## config.mk

```make
export PLATFORM = sky130hd
export DESIGN_NAME = lcd_bus_receiver
export DESIGN_NICKNAME = d
export VERILOG_FILES = /design/src/rtl/lcd_bus_receiver.sv
export SDC_FILE = /design/constraint.sdc
export NUM_CORES = 1
export LEC_CHECK = 0
export ABC_AREA = 1
export CORE_MARGIN = 2
export CORE_UTILIZATION = 40
export DETAILED_ROUTE_END_ITERATION = 7
export HOLD_SLACK_MARGIN = 0.06
export PLACE_DENSITY = 0.55
export SKIP_CTS_REPAIR_TIMING = 1
export SLEW_MARGIN = 30
export SYNTH_ARGS = -nofsm -noshare
export SYNTH_HDL_FRONTEND = slang
export SYNTH_SLANG_ARGS = --single-unit
```

## constraint.sdc

```tcl
create_clock -name iCLK -period 2.08 [get_ports iCLK]
set_input_delay 0.208 -clock iCLK [delete_from_list [all_inputs] [get_ports iCLK]]
set_output_delay 0.208 -clock iCLK [all_outputs]
set_load 0.03 [all_outputs]
```

## src/rtl/lcd_bus_receiver.sv

```systemverilog
// lcd_bus_receiver
//   Passive HD44780-style receiver. Watches the character-LCD bus, decodes
//   each write strobe (falling edge of EN) into a command or a data write,
//   tracks the DDRAM address counter, entry direction and display-on bit,
//   and keeps a 32-entry shadow of the visible 16x2 screen. A busy model
//   rejects strobes that arrive before the previous operation has finished.
//
// Ports
//   iCLK, iRST_N      clock, asynchronous active-low reset
//   LCD_DATA[7:0]     LCD data bus (asynchronous to iCLK)
//   LCD_RS            0 = command, 1 = data
//   LCD_RW            0 = write, 1 = read (reads are rejected)
//   LCD_EN            enable strobe, bus latched on its falling edge
//   iRD_ADDR[4:0]     shadow index (0-15 line 1, 16-31 line 2)
//   oRD_CHAR[7:0]     registered shadow[iRD_ADDR]
//   oCURSOR_ADDR[6:0] DDRAM address counter
//   oDISP_ON          D bit of the last Display Control command
//   oBUSY             busy flag
//   oWR_STB           one-cycle pulse per accepted data write
//   oCMD_ERR          one-cycle pulse per rejected strobe
module lcd_bus_receiver #(
   parameter int CMD_BUSY_CYC = 2000,
   parameter int CLR_BUSY_CYC = 76000
) (
   input  logic       iCLK,
   input  logic       iRST_N,
   input  logic [7:0] LCD_DATA,
   input  logic       LCD_RS,
   input  logic       LCD_RW,
   input  logic       LCD_EN,
   input  logic [4:0] iRD_ADDR,
   output logic [7:0] oRD_CHAR,
   output logic [6:0] oCURSOR_ADDR,
   output logic       oDISP_ON,
   output logic       oBUSY,
   output logic       oWR_STB,
   output logic       oCMD_ERR
);

   localparam int MAXC = (CLR_BUSY_CYC > CMD_BUSY_CYC) ? CLR_BUSY_CYC : CMD_BUSY_CYC;
   localparam int CW   = $clog2(MAXC) + 1;

   typedef enum logic {ST_IDLE, ST_BUSY} state_t;

   // Bus bundle layout: {EN, RW, RS, DATA}
   logic [10:0]   r_sync1, r_sync2, r_edge;
   logic [7:0]    r_shadow [32];
   logic [6:0]    r_ac;
   logic          r_id, r_disp, r_wr_stb, r_cmd_err;
   logic [7:0]    r_rd_char;
   state_t        r_state, w_state_nxt;
   logic [CW-1:0] r_cnt, w_cnt_nxt;

   logic       w_strobe, w_accept, w_reject, w_rs, w_rw;
   logic [7:0] w_data;
   logic [6:0] w_ac_nxt;
   logic       w_id_nxt, w_disp_nxt, w_clear, w_long, w_wr_en;
   logic [4:0] w_wr_idx;

   // Address counter step. The two visible lines are 0x00-0x27 and
   // 0x40-0x67; stepping off the end of one lands on the start of the other.
   // Values outside those ranges just move by one.
   function automatic logic [6:0] f_step(input logic [6:0] a, input logic up);
      if (up) begin
         if (a == 7'h27)      f_step = 7'h40;
         else if (a == 7'h67) f_step = 7'h00;
         else                 f_step = a + 7'd1;
      end else begin
         if (a == 7'h00)      f_step = 7'h67;
         else if (a == 7'h40) f_step = 7'h27;
         else                 f_step = a - 7'd1;
      end
   endfunction

   // DATA/RS/RW come from the edge register, i.e. the sample where EN was 1.
   assign w_strobe = r_edge[10] & ~r_sync2[10];
   assign w_rw     = r_edge[9];
   assign w_rs     = r_edge[8];
   assign w_data   = r_edge[7:0];
   assign w_accept = w_strobe & ~w_rw & (r_state == ST_IDLE);
   assign w_reject = w_strobe & ~w_accept;

   always_comb begin
      w_ac_nxt   = r_ac;
      w_id_nxt   = r_id;
      w_disp_nxt = r_disp;
      w_clear    = 1'b0;
      w_long     = 1'b0;
      w_wr_en    = 1'b0;
      // Line 1 is AC 0x00-0x0F, line 2 is AC 0x40-0x4F
      w_wr_idx   = {r_ac[6], r_ac[3:0]};
      if (w_rs) begin
         w_wr_en  = (r_ac[5:4] == 2'b00);
         w_ac_nxt = f_step(r_ac, r_id);
      end else begin
         casez (w_data)
            8'b1???????: w_ac_nxt = w_data[6:0];
            8'b01??????: ;
            8'b001?????: ;
            8'b0001????: if (!w_data[3]) w_ac_nxt = f_step(r_ac, w_data[2]);
            8'b00001???: w_disp_nxt = w_data[2];
            8'b000001??: w_id_nxt = w_data[1];
            8'b0000001?: begin
               w_ac_nxt = 7'h00;
               w_long   = 1'b1;
            end
            8'b00000001: begin
               w_ac_nxt = 7'h00;
               w_id_nxt = 1'b1;
               w_clear  = 1'b1;
               w_long   = 1'b1;
            end
            default: ;
         endcase
      end
   end

   always_comb begin
      w_state_nxt = r_state;
      w_cnt_nxt   = r_cnt;
      case (r_state)
         ST_IDLE: if (w_accept) begin
            w_state_nxt = ST_BUSY;
            w_cnt_nxt   = w_long ? CW'(CLR_BUSY_CYC - 1) : CW'(CMD_BUSY_CYC - 1);
         end
         ST_BUSY: begin
            if (r_cnt == '0) w_state_nxt = ST_IDLE;
            else             w_cnt_nxt   = r_cnt - CW'(1);
         end
         default: w_state_nxt = ST_IDLE;
      endcase
   end

   always_ff @(posedge iCLK or negedge iRST_N) begin
      if (!iRST_N) begin
         r_sync1   <= '0;
         r_sync2   <= '0;
         r_edge    <= '0;
         r_state   <= ST_IDLE;
         r_cnt     <= '0;
         r_ac      <= '0;
         r_id      <= 1'b1;
         r_disp    <= 1'b0;
         r_wr_stb  <= 1'b0;
         r_cmd_err <= 1'b0;
         r_rd_char <= '0;
         for (int i = 0; i < 32; i++) r_shadow[i] <= 8'h20;
      end else begin
         r_sync1   <= {LCD_EN, LCD_RW, LCD_RS, LCD_DATA};
         r_sync2   <= r_sync1;
         r_edge    <= r_sync2;
         r_state   <= w_state_nxt;
         r_cnt     <= w_cnt_nxt;
         r_wr_stb  <= w_accept & w_rs;
         r_cmd_err <= w_reject;
         // Read sees the pre-write value on a same-cycle collision
         r_rd_char <= r_shadow[iRD_ADDR];
         if (w_accept) begin
            r_ac   <= w_ac_nxt;
            r_id   <= w_id_nxt;
            r_disp <= w_disp_nxt;
            if (w_clear)
               for (int i = 0; i < 32; i++) r_shadow[i] <= 8'h20;
            else if (w_wr_en)
               r_shadow[w_wr_idx] <= w_data;
         end
      end
   end

   assign oRD_CHAR     = r_rd_char;
   assign oCURSOR_ADDR = r_ac;
   assign oDISP_ON     = r_disp;
   assign oBUSY        = (r_state == ST_BUSY);
   assign oWR_STB      = r_wr_stb;
   assign oCMD_ERR     = r_cmd_err;

endmodule

```

==> summary.md <==
| Metric | Value |
|---|---|
| VDD IR max | `0.000957 V` |
| Vias | `14,300` |
| Die Wd | `204 µm` |
| CTS tree | `built` |
| Total gr overflow | `0` |
| Switch Pwr | `5.67 mW` |
| HP Class | `in2reg` |
| Max stage delay on crit path | `0.67 ns` |
| Total power | `17.6 mW` |
| Largest net degree at the start of global routing | `78` |
| Worst R2R End | `r_shadow[212]$_DFFE_PN0P_` |
| Die Area | `41,600 µm²` |
| Predominant post-synthesis flop cell | `dfrtp_1` |
| Bufs and invs on worst path | `2` |
| Worst hold endpoint | `r_sync1[6]$_DFF_PN0_` |
| Max-cap viol count | `0` |
| Met3 wire len | `3.08 mm` |
| CTS root buffer | `clkbuf_16` |
| N_diodes | `0` |
| Highest clock rate | `498 MHz` |
| Final nets | `2,147` |
| Power per cell area | `926 nW/µm²` |
| Highest routed layer | `met4` |
| Crit-path max FO | `5` |
| Critical path's top delay family | `buffers and inverters` |
| Drt via density | `5.32` |
| Syn. warnings | `0` |
| Post-Syn Instances | `2,019` |
| Cell Count, Final, Fillers Out | `2,679` |
| Setup Viol. Count Final | `0` |
| Worst Min Path Start | `LCD_DATA[6]` |
| Hold Fails Final Rpt | `0` |
| Async SR Flop Fraction | `1.00` |
| Hold Path Stages | `1` |
| R2R Setup Slk | `0.13 ns` |
| Area leader, netlist | `dfrtp_1` |
| Synthesized area | `16,000 µm²` |
| Total CTS buffers | `39` |
| Req. time, crit path | `1.87 ns` |
| Fin util | `0.480` |
| Minimum clock period | `2.01 ns` |
| Critical Path Start Type | `register` |
| Drt wl/cell | `18.9 µm` |
| Yosys top cell area share | `0.460` |
| Status | `finished clean` |
| Fin Clk Skew | `0.0260 ns` |
| Initial antenna violation count | `0` |
| Switching share of power | `0.322` |
| FF-to-FF path depth | `13` |
| Arr. time, crit path | `1.80 ns` |
| Post-synth EDFFs | `0` |
| Critical path's slowest cell | `clkdlybuf4s50_1` |
| Net Count, Synth | `2,043` |
| Clock Latency Late Sink | `0.57 ns` |
| Detailed Place HPWL | `32.9 mm` |
| Int Pwr | `11.9 mW` |
| Clock transition at path regs | `0.06 ns` |
| Period Utilization, post-route | `0.966` |
| H-tree depth | `2` |
| Yosys cell types | `37` |
| GP Congestion | `0.941` |
| Yosys reg bits | `327` |
| Starting Density | `0.404` |
| IO buf count | `36` |
| DRC Markers | `0` |
| RSZ-0062 raised after global routing | `yes` |
| Die height | `204 µm` |
| DRT met1 WL | `22.9 mm` |
| Power share of the combinational group | `0.219` |
| First-pass DRT Iterations | `5` |
| Cell total after placement | `2,600` |
| Dominant cells by area after synthesis | `dfrtp_1 (46%), nand2_1 (16%), nor2_1 (5.5%), dfstp_2 (5.4%), o21ai_0 (5.1%)` |
| Relative slew slack | `0.602` |
| Sequential cell area fraction in the yosys report | `0.514` |
| Layout area overhead | `18.9%` |
| Placeable core region | `39,600 µm²` |
| Worst-Margin Slew | `0.597 ns` |
| WS Path Type | `reg2out` |
| R2R Path Start | `r_edge[6]$_DFF_PN0_` |
| Gr usage total | `0.248` |
| Global-route wire length before repair | `79.7 mm` |
| Routed wl met2 | `22.9 mm` |
| Vias in the first global route | `13,900` |
| Io pins | `37` |
| # rows | `73` |
| Worst path cell trace | `buf_4 > clkdlybuf4s50_1` |
| Initial drt markers | `1,206` |
| Post-route ant nets | `0` |
| Most common cell in the netlist | `nand2_1` |
| Lkg Pwr | `8.67 nW` |
| Crit end category | `primary output` |
| Syn avg cell area | `7.92 µm²` |
| Clock power share | `0.380` |
| Buffer depth of the longest clock path | `3` |
| Most common library cells after synthesis | `nand2_1 (683), dfrtp_1 (294), nor2_1 (235)` |
| Seq pwr share | `0.401` |
| Final slew viol count | `0` |
| Routed Wire Length | `50.6 mm` |
| Hold slack | `0.0849 ns` |
| Sink Count | `327` |
| Fillers | `3,975` |
| Share of layout cells above drive strength 1 | `0.146` |
power by group through the flow:
stage	Clock, mW	Combinational [mW]	Sequential [mW]
2_1_floorplan	0	1.92	7.27
6_report	6.69	3.86	7.06
3_3_place_gp	0	3.81	7.15
3_5_place_dp	0	3.82	7.16
5_1_grt	7.12	4.22	7.11
4_1_cts	6.84	3.83	7.05
cell usage in the layout (no fill, tap or decap), types with 16 or more instances in the layout:
master           instances
o21ai_1                107
dfstp_2                 33
inv_1                   62
buf_4                  102
dfrtp_1                294
nor2_1                 231
a21oi_1                 82
o21ai_4                 16
o21ai_2                 24
buf_12                  19
clkbuf_16               42
o21ai_0                162
o211ai_1                20
nand3_1                100
clkdlybuf4s50_1         29
o31ai_1                 24
nand2_1                682
nand2_2                 32
per-stage QoR:
step | setup TNS [ns] | instance area (µm²) | setup WS [ns]
2_1_floorplan | 0 | 16000 | 0.167
3_3_place_gp | 0 | 17600 | 0.0632
3_5_place_dp | 0 | 17600 | 0.0602
4_1_cts | -0.110 | 18900 | -0.0793
5_1_grt | -0.00620 | 19000 | -0.00620
6_report | 0 | 19000 | 0.0713
kinds of logic after synthesis:
group	share of synthesized area
and+or+nand+nor	0.270
buffers and inverters	0.0483
xor gates and xnor gates	0.00219
adders and majority gates	0.00469
DFF	0.514
AOI/OAI and AO/OA	0.161
worst max path at each step:
stage / depth (start not counted) / startpoint / slack, ns / endpoint
final: 2 / oCURSOR_ADDR[1]$_DFFE_PN0P_ / 0.07 / oCURSOR_ADDR[1]
after global routing: 12 / r_edge[6]$_DFF_PN0_ / -0.006 / r_shadow[50]$_DFFE_PN0P_
after CTS: 2 / oCURSOR_ADDR[2]$_DFFE_PN0P_ / -0.08 / oCURSOR_ADDR[2]
after global placement: 7 / iRD_ADDR[2] / 0.06 / oRD_CHAR[3]$_DFF_PN0_
after floorplan: 11 / oBUSY$_DFF_PN0_ / 0.17 / r_shadow[120]$_DFFE_PN0P_
after detailed placement: 7 / iRD_ADDR[2] / 0.06 / oRD_CHAR[3]$_DFF_PN0_
layout make-up:
type,instances,area (µm²),share of cell area
inverter,74,285,0.0150
tap,525,657,0.0345
timing repair buffer,160,1580,0.0830
timing repair inverter,1,5.00,0.000263
clock inverter,18,149,0.00783
multi-input combinational,1520,7020,0.369
sequential,327,8220,0.432
clock buffer,54,1100,0.0580
per-layer routing:
metal	GRT usage	vias up
li1	-	6816
met1	0.347	6875
met2	0.387	482
met3	0.0421	91
met4	0.0895	0
met5	0	-
sequential cells by signal, summed over array words and instances (netlist names), 7 cells and up:
| name | flops |
|---|---|
| r_edge | 11 |
| r_sync1 | 11 |
| oCURSOR_ADDR | 7 |
| oRD_CHAR | 8 |
| r_cnt | 18 |
| r_sync2 | 11 |
| r_shadow | 256 |
(Power assumes the default switching activity.)
